<file path="src/rtl/dmem_pkg.sv">
// Shared widths and FSM encoding for the data-memory copy engine.
package dmem_pkg;

  localparam int unsigned ADDR_W = 8;
  localparam int unsigned DATA_W = 8;

  typedef enum logic [1:0] {
    IDLE  = 2'd0,
    READ  = 2'd1,
    WRITE = 2'd2,
    DONE  = 2'd3
  } state_t;

endpackage

</file>
<file path="src/rtl/dmem_dma.sv">
// Byte-wise memory-to-memory copy engine sharing one data-memory port with the CPU.
// The CPU always wins the port; a contended READ/WRITE cycle simply stalls the engine.
module dmem_dma
  import dmem_pkg::*;
(
  input  logic              Clk,
  input  logic              Reset,
  input  logic              Start,
  input  logic [ADDR_W-1:0] SrcAddr,
  input  logic [ADDR_W-1:0] DstAddr,
  input  logic [ADDR_W-1:0] Len,
  input  logic              CpuReq,
  input  logic              CpuWe,
  input  logic [ADDR_W-1:0] CpuAddr,
  input  logic [DATA_W-1:0] CpuDin,
  output logic [DATA_W-1:0] CpuDout,
  input  logic [DATA_W-1:0] MemDout,
  output logic [ADDR_W-1:0] MemAddr,
  output logic [DATA_W-1:0] MemDin,
  output logic              MemWe,
  output logic              Busy,
  output logic              Done
);

  state_t              state;
  logic [ADDR_W-1:0]   src;
  logic [ADDR_W-1:0]   dst;
  logic [ADDR_W-1:0]   cnt;
  logic [DATA_W-1:0]   buffer;

  assign CpuDout = MemDout;

  // Transfer sequencing; only the memory-touching states yield to the CPU.
  always_ff @(posedge Clk) begin
    if (Reset) begin
      state  <= IDLE;
      src    <= '0;
      dst    <= '0;
      cnt    <= '0;
      buffer <= '0;
      Busy   <= 1'b0;
      Done   <= 1'b0;
    end else begin
      Done <= 1'b0;
      case (state)
        IDLE: begin
          if (Start) begin
            src  <= SrcAddr;
            dst  <= DstAddr;
            cnt  <= Len;
            Busy <= 1'b1;
            if (Len != '0) begin
              state <= READ;
            end else begin
              state <= DONE;
              Done  <= 1'b1;
            end
          end
        end
        READ: begin
          if (!CpuReq) begin
            buffer <= MemDout;
            state  <= WRITE;
          end
        end
        WRITE: begin
          if (!CpuReq) begin
            src <= src + ADDR_W'(1);
            dst <= dst + ADDR_W'(1);
            cnt <= cnt - ADDR_W'(1);
            if (cnt == ADDR_W'(1)) begin
              state <= DONE;
              Done  <= 1'b1;
            end else begin
              state <= READ;
            end
          end
        end
        DONE: begin
          state <= IDLE;
          Busy  <= 1'b0;
        end
        default: begin
          state <= IDLE;
          Busy  <= 1'b0;
        end
      endcase
    end
  end

  // Port mux: CPU first, then the engine; a pending reset blocks any engine write.
  always_comb begin
    MemAddr = '0;
    MemDin  = '0;
    MemWe   = 1'b0;
    if (CpuReq) begin
      MemAddr = CpuAddr;
      MemDin  = CpuDin;
      MemWe   = CpuWe;
    end else if (!Reset && state == READ) begin
      MemAddr = src;
    end else if (!Reset && state == WRITE) begin
      MemAddr = dst;
      MemDin  = buffer;
      MemWe   = 1'b1;
    end
  end

endmodule

</file>
<file path="config.mk">
export PLATFORM = sky130hd
export DESIGN_NAME = dmem_dma
export DESIGN_NICKNAME = d
export VERILOG_FILES = /design/src/rtl/dmem_pkg.sv /design/src/rtl/dmem_dma.sv
export SDC_FILE = /design/constraint.sdc
export NUM_CORES = 1
export LEC_CHECK = 0
export CAP_MARGIN = 25
export CORE_MARGIN = 3
export CORE_UTILIZATION = 28
export CTS_BUF_LIST = sky130_fd_sc_hd__clkbuf_4 sky130_fd_sc_hd__clkbuf_8
export DETAILED_ROUTE_END_ITERATION = 12
export PLACE_DENSITY = 0.54
export SYNTH_ARGS = -nofsm -noshare
export SYNTH_HDL_FRONTEND = slang
export SYNTH_SLANG_ARGS = --single-unit
</file>
<file path="constraint.sdc">
create_clock -name Clk -period 1.45 [get_ports Clk]
set_input_delay 0.2175 -clock Clk [delete_from_list [all_inputs] [get_ports Clk]]
set_output_delay 0.2175 -clock Clk [all_outputs]
set_load 0.05 [all_outputs]
</file>
==> results of run 1 <==
==> worst max-delay path by stage <==
stage	start	endpoint	slack (ps)	cells after the start
6_report	state[0]$_SDFFE_PP0P_	MemAddr[4]	-370	5
5_1_grt	state[0]$_SDFFE_PP0P_	MemAddr[1]	-450	5
4_1_cts	state[0]$_SDFFE_PP0P_	MemAddr[2]	-350	5
3_5_place_dp	CpuReq	MemAddr[5]	-710	6
3_3_place_gp	CpuReq	MemAddr[4]	-690	6
2_1_floorplan	state[0]$_SDFFE_PP0P_	MemAddr[5]	-190	6
==> report_power, final <==
part / switching (uW) / internal, uW / total [uW]
clock network: 372 / 426 / 797
registers: 117 / 1080 / 1200
logic: 714 / 820 / 1530
==> kinds of logic (layout without fill, tap and decap cells) <==
group / Yosys count / in the layout / share of synthesized area
AO/OA/AOI/OAI: 92 / 92 / 0.3019
XOR/XNOR: 1 / 1 / 0.003936
adder cells (fa/ha/maj): 4 / 4 / 0.02249
buffers and inverters: 49 / 171 / 0.1085
flip-flops: 36 / 36 / 0.3238
multiplexers: 9 / 9 / 0.04047
other: 0 / 1 / 0
AND/OR/NAND/NOR: 87 / 87 / 0.1990
==> routing by layer <==
layer  global-route usage  share of wire
met2               0.2980           0.46
met5                    0              0
met3              0.05841          0.089
met1               0.2399           0.44
met4              0.03846         0.0097
==> through the flow <==
| step | setup TNS [ps] | setup slack, ps | std cells | power [uW] | hold slack, ps |
|---|---|---|---|---|---|
| 6_report | -5160 | -367.6 | 500 | 3532 | 503.1 |
| 5_1_grt | -7672 | -446.9 | 500 | 3709 | 538.8 |
| 4_1_cts | -8441 | -350.1 | 495 | 3387 | 491.3 |
| 3_5_place_dp | -22290 | -706.8 | 470 | 2377 | 484.7 |
| 3_3_place_gp | -21560 | -688.7 | 470 | 2371 | 480.0 |
| 2_1_floorplan | -1892 | -192.8 | 278 | 1792 | 364.7 |
==> critical path, stage by stage (launching register included) <==
cell and delay (ps):
sky130_fd_sc_hd__dfxtp_2 330, sky130_fd_sc_hd__nor3b_4 150, sky130_fd_sc_hd__nor2b_4 170, sky130_fd_sc_hd__a222oi_1 420
sky130_fd_sc_hd__inv_2 80, sky130_fd_sc_hd__buf_12 160
==> cell usage in the layout, fill, tap and decap left out, types with 3 or more instances in the layout <==
master,synthesis,routed
sky130_fd_sc_hd__a21oi_4,1,3
sky130_fd_sc_hd__a21oi_2,0,10
sky130_fd_sc_hd__o21ai_0,9,8
sky130_fd_sc_hd__nand4_1,5,5
sky130_fd_sc_hd__dfxtp_1,36,28
sky130_fd_sc_hd__a221oi_2,0,3
sky130_fd_sc_hd__o22ai_1,5,3
sky130_fd_sc_hd__a222oi_1,8,8
sky130_fd_sc_hd__a211oi_2,0,10
sky130_fd_sc_hd__nor4_4,0,3
sky130_fd_sc_hd__a311oi_2,0,4
sky130_fd_sc_hd__inv_2,0,9
sky130_fd_sc_hd__mux2i_1,9,9
sky130_fd_sc_hd__nor2_1,18,15
sky130_fd_sc_hd__buf_12,0,30
sky130_fd_sc_hd__nand3_1,10,9
sky130_fd_sc_hd__buf_4,10,39
sky130_fd_sc_hd__o32ai_1,4,3
sky130_fd_sc_hd__ha_1,4,4
sky130_fd_sc_hd__a21oi_1,23,11
sky130_fd_sc_hd__nand2b_1,7,5
sky130_fd_sc_hd__clkbuf_8,0,6
sky130_fd_sc_hd__buf_6,1,22
sky130_fd_sc_hd__nor3_1,6,5
sky130_fd_sc_hd__clkdlybuf4s50_1,0,50
sky130_fd_sc_hd__nand2b_4,1,3
sky130_fd_sc_hd__a22o_4,0,8
sky130_fd_sc_hd__nand2_1,21,21
sky130_fd_sc_hd__dfxtp_2,0,6
sky130_fd_sc_hd__inv_1,18,9
==> registers in the layout, indices dropped and copies added (netlist names) <==
name and count:
Busy 1, Done 1, buffer 8, cnt 8
dst 8, src 8, state 2
==> area by class of cell <==
type / count / share of cell area
Antenna cell: 1 / 0.0005680
Sequential cell: 36 / 0.1670
Multi-Input combinational cell: 193 / 0.3834
Clock buffer: 8 / 0.02215
Timing Repair Buffer: 145 / 0.3834
Tap cell: 99 / 0.02812
Inverter: 18 / 0.01534
==> repair_timing <==
action / in CTS / in global routing
pin swaps: 21 / 28
buffers inserted: 15 / 13
endpoints found under the hold margin: 0 / 0
gates resized for setup: 49 / 67
cloned: 3 / 0
endpoints found under the setup margin: 43 / 43
==> impl_metrics.toml, run 1 <==
[outcome]
status = "finished, violations left"
failed_checks = "setup timing"

[critical_path]
r2r_setup_slack_ps = -60
worstPathRequired_ps = 1230
crit_type = "flip-flop to primary output"
worstSetupStartpointType = "flip-flop"
worst-endpoint-arrival_ps = 1600
critical_path.endpoint_type = "primary output"
regToRegEndpoint = "cnt[5]$_SDFFE_PP0P_"
r2r-start = "cnt[0]$_SDFFE_PP0P_"
timing.reg2reg.worst_path_depth = 4
critical_path.max_fanout = 8

[drt]
routed_wirelength_mm = 8.367
vias = 2652
detail_route.iter0.violations = 128
wl_per_cell_um = 16.73
number_of_design_rule_violations_left_after_detail_routing = 0
drt-pass1-iter-count = 5
post_drt_via_cell_ratio = 5.304
ant_nets = 0

[die]
ios = 80
die_area_um2 = 9055
starting_density = 0.2973
core_um2 = 7486
die_h_um = 95.16
die_x_um = 95.16
placement_rows = 31

[global_routing]
track_usage = 0.1842
grt_first_pass_wirelength_mm = 13.12
grt_antenna_before_repair = 1
via_count_of_the_first_global_routing_pass = 2623
globalRoute.totalOverflow = 0
grt_start_max_net_pins = 23

[clocking]
tritoncts = "done"
clock_tree.htree_level_count = 2
clkSinkCount = 36
postCtsHoldBufs = 0
worstSkewPairLatency_ps = 290
path_clk_slew_ps = 70
clk_path_buf_depth = 2
numCtsBuffers = 5
clock_root_cell = "sky130_fd_sc_hd__clkbuf_8"

[pwr]
leakage_uw = 0.001693
power.ir.vdd_worst_uv = 460.8
powerDensity_nw_per_um2 = 801.8

[placement]
buffer_ports.inserted = 79
postPlaceCellArea_um2 = 3677
detailedPlacementHpwl_mm = 5.584
routabilityCongestion = 0.8416

[layout]
fillers = 652
nets = 456
finalCoreUtilization = 0.5885
area_delta_synth_final_pct = 97.92
fin_area_um2 = 4405
area.sequential_um2 = 735.7
multi_input_area_um2 = 1689
ratio_of_cells_with_drive_above_1_in_the_final_layout = 0.4625

[synth]
mappedNetlistNets = 335
synthTopCellsByArea = "sky130_fd_sc_hd__dfxtp_1 32%, sky130_fd_sc_hd__a21oi_1 5.2%, sky130_fd_sc_hd__mux2i_1 4.0%"
synth_area_um2 = 2226
asyncSetResetFlopFracSynth = 0
ys_seq_elements = 36
synth-edff-count = 0
synthesis.area_per_instance_um2 = 8.007
yosys.cell_count.top_type = "sky130_fd_sc_hd__dfxtp_1"
yosysSeqAreaShare = 0.3238
yosys.area.top_type = "sky130_fd_sc_hd__dfxtp_1"
area_share_of_the_leading_cell_type_in_the_synthesized_netlist = 0.3238
top_post_synthesis_cells_by_count = "36 x sky130_fd_sc_hd__dfxtp_1, 23 x sky130_fd_sc_hd__a21oi_1, 21 x sky130_fd_sc_hd__nand2_1"
post_synth_inst_count = 278
yosysUniqueCellTypes = 46
yosys_warnings = 0
yosys_most_used_dff = "sky130_fd_sc_hd__dfxtp_1"

[timing]
timing.max_slew.rel_slack = 0.7057
grt_setup_unrepaired = "yes"
timing.final.ws_setup_ps = -367.6
fmax_mhz = 550.2
finClkSkew_ps = 6.384
max_transition_viols_final = 0
hold_viol_final = 0
timing.final.crit_share = 1.254
worst-slew-pin-transition_ps = 437.5
final_period_minus_worst_setup_slack_ps = 1818
timing.final.setup_violations = 28

[job]
max_cap_viol_count = 0

[hold_path]
worstHoldEndpoint = "cnt[6]$_SDFFE_PP0P_"
timing.hold.worst.class = "flip-flop to flip-flop"
number_of_cells_on_the_worst_hold_path = 2
min_from = "cnt[6]$_SDFFE_PP0P_"
Power figures use the tool's default switching activity.
==> run 2: changes to the inputs <==
- CTS_CLUSTER_DIAMETER: default -> 50
==> results of run 2 <==
Same layout as run 1: the final DEF is identical, and so are final timing and power.
==> run 3: changes to the inputs <==
- CORE_ASPECT_RATIO: default -> 0.8
==> run 3 against run 2 <==
  * The flow still finishes with violations (setup timing)
  * First-iteration DRC count is 2.3% higher
  * Register-to-register slack worse by 40 ps
  * Non-clock buffer count is 3 lower
  * Clock-buffer cell count is 2 lower
  * Via count is 0.79% lower
  * Critical path depth stayed put
  * Fmax is 0.14% higher
  * Power hardly changed
  * Cell count is 0.40% higher
  * Hold slack worse by 20 ps
  * Combinational power is 3% higher
  * Global-route usage is 0.31 points lower
  * Critical path type unchanged
  * Critical endpoint is now MemAddr[0]
  * Largest cell class is now non-clock buffers
  * Largest power group unchanged
  * Highest routed layer unchanged
==> impl_metrics.toml, run 3 (same netlist as run 1, synthesis figures left out) <==
[outcome]
status = "finished, violations left"
failed_checks = "setup timing"

[die]
ios = 80
die_h_um = 85.75
die_area_um2 = 9062
placement_rows = 28
starting_density = 0.2941
core_um2 = 7567
die_x_um = 105.7

[global_routing]
globalRoute.totalOverflow = 0
grt_antenna_before_repair = 0
via_count_of_the_first_global_routing_pass = 2563
grt_start_max_net_pins = 30
grt_first_pass_wirelength_mm = 13.26
track_usage = 0.1811

[job]
max_cap_viol_count = 0

[timing]
finClkSkew_ps = 15.94
worst_hold_slack_ps = 482.7
fmax_mhz = 550.9
worst-slew-pin-transition_ps = 444.1
final_period_minus_worst_setup_slack_ps = 1815
grt_setup_unrepaired = "yes"
timing.final.crit_share = 1.252
hold_viol_final = 0
max_transition_viols_final = 0
timing.max_slew.rel_slack = 0.7039
timing.final.setup_violations = 36
timing.final.ws_setup_ps = -365.1

[pwr]
power.ir.vdd_worst_uv = 383.4
leakage_uw = 0.001697
power.combinational.fraction = 0.443
powerDensity_nw_per_um2 = 795.4
switching_power_uw = 1230
internal_power_uw = 2302
sw_frac_of_total = 0.3482
power_frac_clock = 0.219
power.sequential.fraction = 0.338

[layout]
antenna_cells_inserted = 0
final_cell_mix = "50 x sky130_fd_sc_hd__clkdlybuf4s50_1, 34 x sky130_fd_sc_hd__buf_4, 32 x sky130_fd_sc_hd__buf_12"
ratio_of_cells_with_drive_above_1_in_the_final_layout = 0.4484
layout_commonest_cell = "sky130_fd_sc_hd__clkdlybuf4s50_1"
area.sequential_um2 = 729.5
multi_input_area_um2 = 1663
area_delta_synth_final_pct = 99.49
fillers = 681
nets = 453
finalCoreUtilization = 0.5868
finalNonFillerCells = 502

[hold_path]
timing.hold.worst.class = "flip-flop to flip-flop"

[critical_path]
worstPathRequired_ps = 1230
critical_path.endpoint_type = "primary output"
crit_type = "flip-flop to primary output"
critical_path.max_fanout = 8
worst-endpoint-arrival_ps = 1600
worstSetupStartpointType = "flip-flop"

[placement]
detailedPlacementHpwl_mm = 5.486
placedCellCount = 470
place_worst_setup_slack_ps = -692.9
buffer_ports.inserted = 79
routabilityCongestion = 0.8325

[clocking]
worstSkewPairLatency_ps = 300
postCtsHoldBufs = 0
clkSinkCount = 36
clk_path_buf_depth = 2
path_clk_slew_ps = 80
tritoncts = "done"
numCtsBuffers = 5
clock_root_cell = "sky130_fd_sc_hd__clkbuf_8"
clock_tree.htree_level_count = 2

[drt]
post_drt_via_cell_ratio = 5.241
detail_route.iter0.violations = 131
drt-pass1-iter-count = 5
routed_wirelength_mm = 8.417
ant_nets = 0
number_of_design_rule_violations_left_after_detail_routing = 0
wl_per_cell_um = 16.77
vias = 2631
[run 3: cell types whose count changed in the layout (fill, tap and decap cells not counted), sizes merged]
cell and delta:
clkinv +2, diode -1, clkbuf -1, buf -4
[run 3: layer usage]
metal,global-route usage,part of all wire,wire [um],vias to the layer above
li1,-,-,-,1275
met1,0.2403,0.46,3855,1276
met2,0.3108,0.48,4044,74
met3,0.03010,0.052,436,6
met4,0.04118,0.0095,80,0
met5,0,0,0,-
[run 3: worst paths after layout]
| kind | startpoint | slack [ps] | to | cells past startpoint |
|---|---|---|---|---|
| setup / recovery | state[0]$_SDFFE_PP0P_ | -370 | MemAddr[0] | 5 |
| setup reg to reg | state[1]$_SDFFE_PP0P_ | -100 | dst[2]$_SDFFE_PP0P_ | 8 |
| hold reg to reg | cnt[1]$_SDFFE_PP0P_ | 480 | cnt[1]$_SDFFE_PP0P_ | 2 |
| hold / removal | cnt[1]$_SDFFE_PP0P_ | 480 | cnt[1]$_SDFFE_PP0P_ | 2 |
[run 3: power groups by stage]
stage	registers, uW	clock network [uW]	logic [uW]
floorplan	1190	0	601
global placement	1200	0	1150
detailed placement	1200	0	1160
CTS	1180	793	1500
global route	1200	825	1660
finish	1190	774	1570
[run 3: worst max-delay path, stage by stage, from the launching register on]
cell,delay [ps]
sky130_fd_sc_hd__dfxtp_2,330
sky130_fd_sc_hd__nor3b_4,140
sky130_fd_sc_hd__nor2b_4,160
sky130_fd_sc_hd__a222oi_1,430
sky130_fd_sc_hd__inv_2,90
sky130_fd_sc_hd__buf_12,160
[run 3: cell type report]
class | count | share of cell area
Tap cell | 105 | 0.02959
Clock inverter | 2 | 0.002254
Clock buffer | 6 | 0.01860
Multi-Input combinational cell | 193 | 0.3745
Timing Repair Buffer | 142 | 0.3950
Inverter | 18 | 0.01578
Sequential cell | 36 | 0.1643
[run 3: through the flow]
stage               area [um2]  setup TNS [ps]  total power, uW
global route              4441           -7751             3689
finish                    4441           -4748             3532
CTS                       4295           -6080             3476
detailed placement        3652          -21630             2364
floorplan                 2317           -1892             1792
global placement          3652          -20230             2357
[run 3: timing repair]
item | 4_1_cts | 5_1_grt
gates cloned | 4 | 1
buffers inserted | 21 | 5
endpoints found under the setup margin | 42 | 43
resized for setup | 64 | 37
pin swaps | 27 | 24
endpoints found under the hold margin | 0 | 0
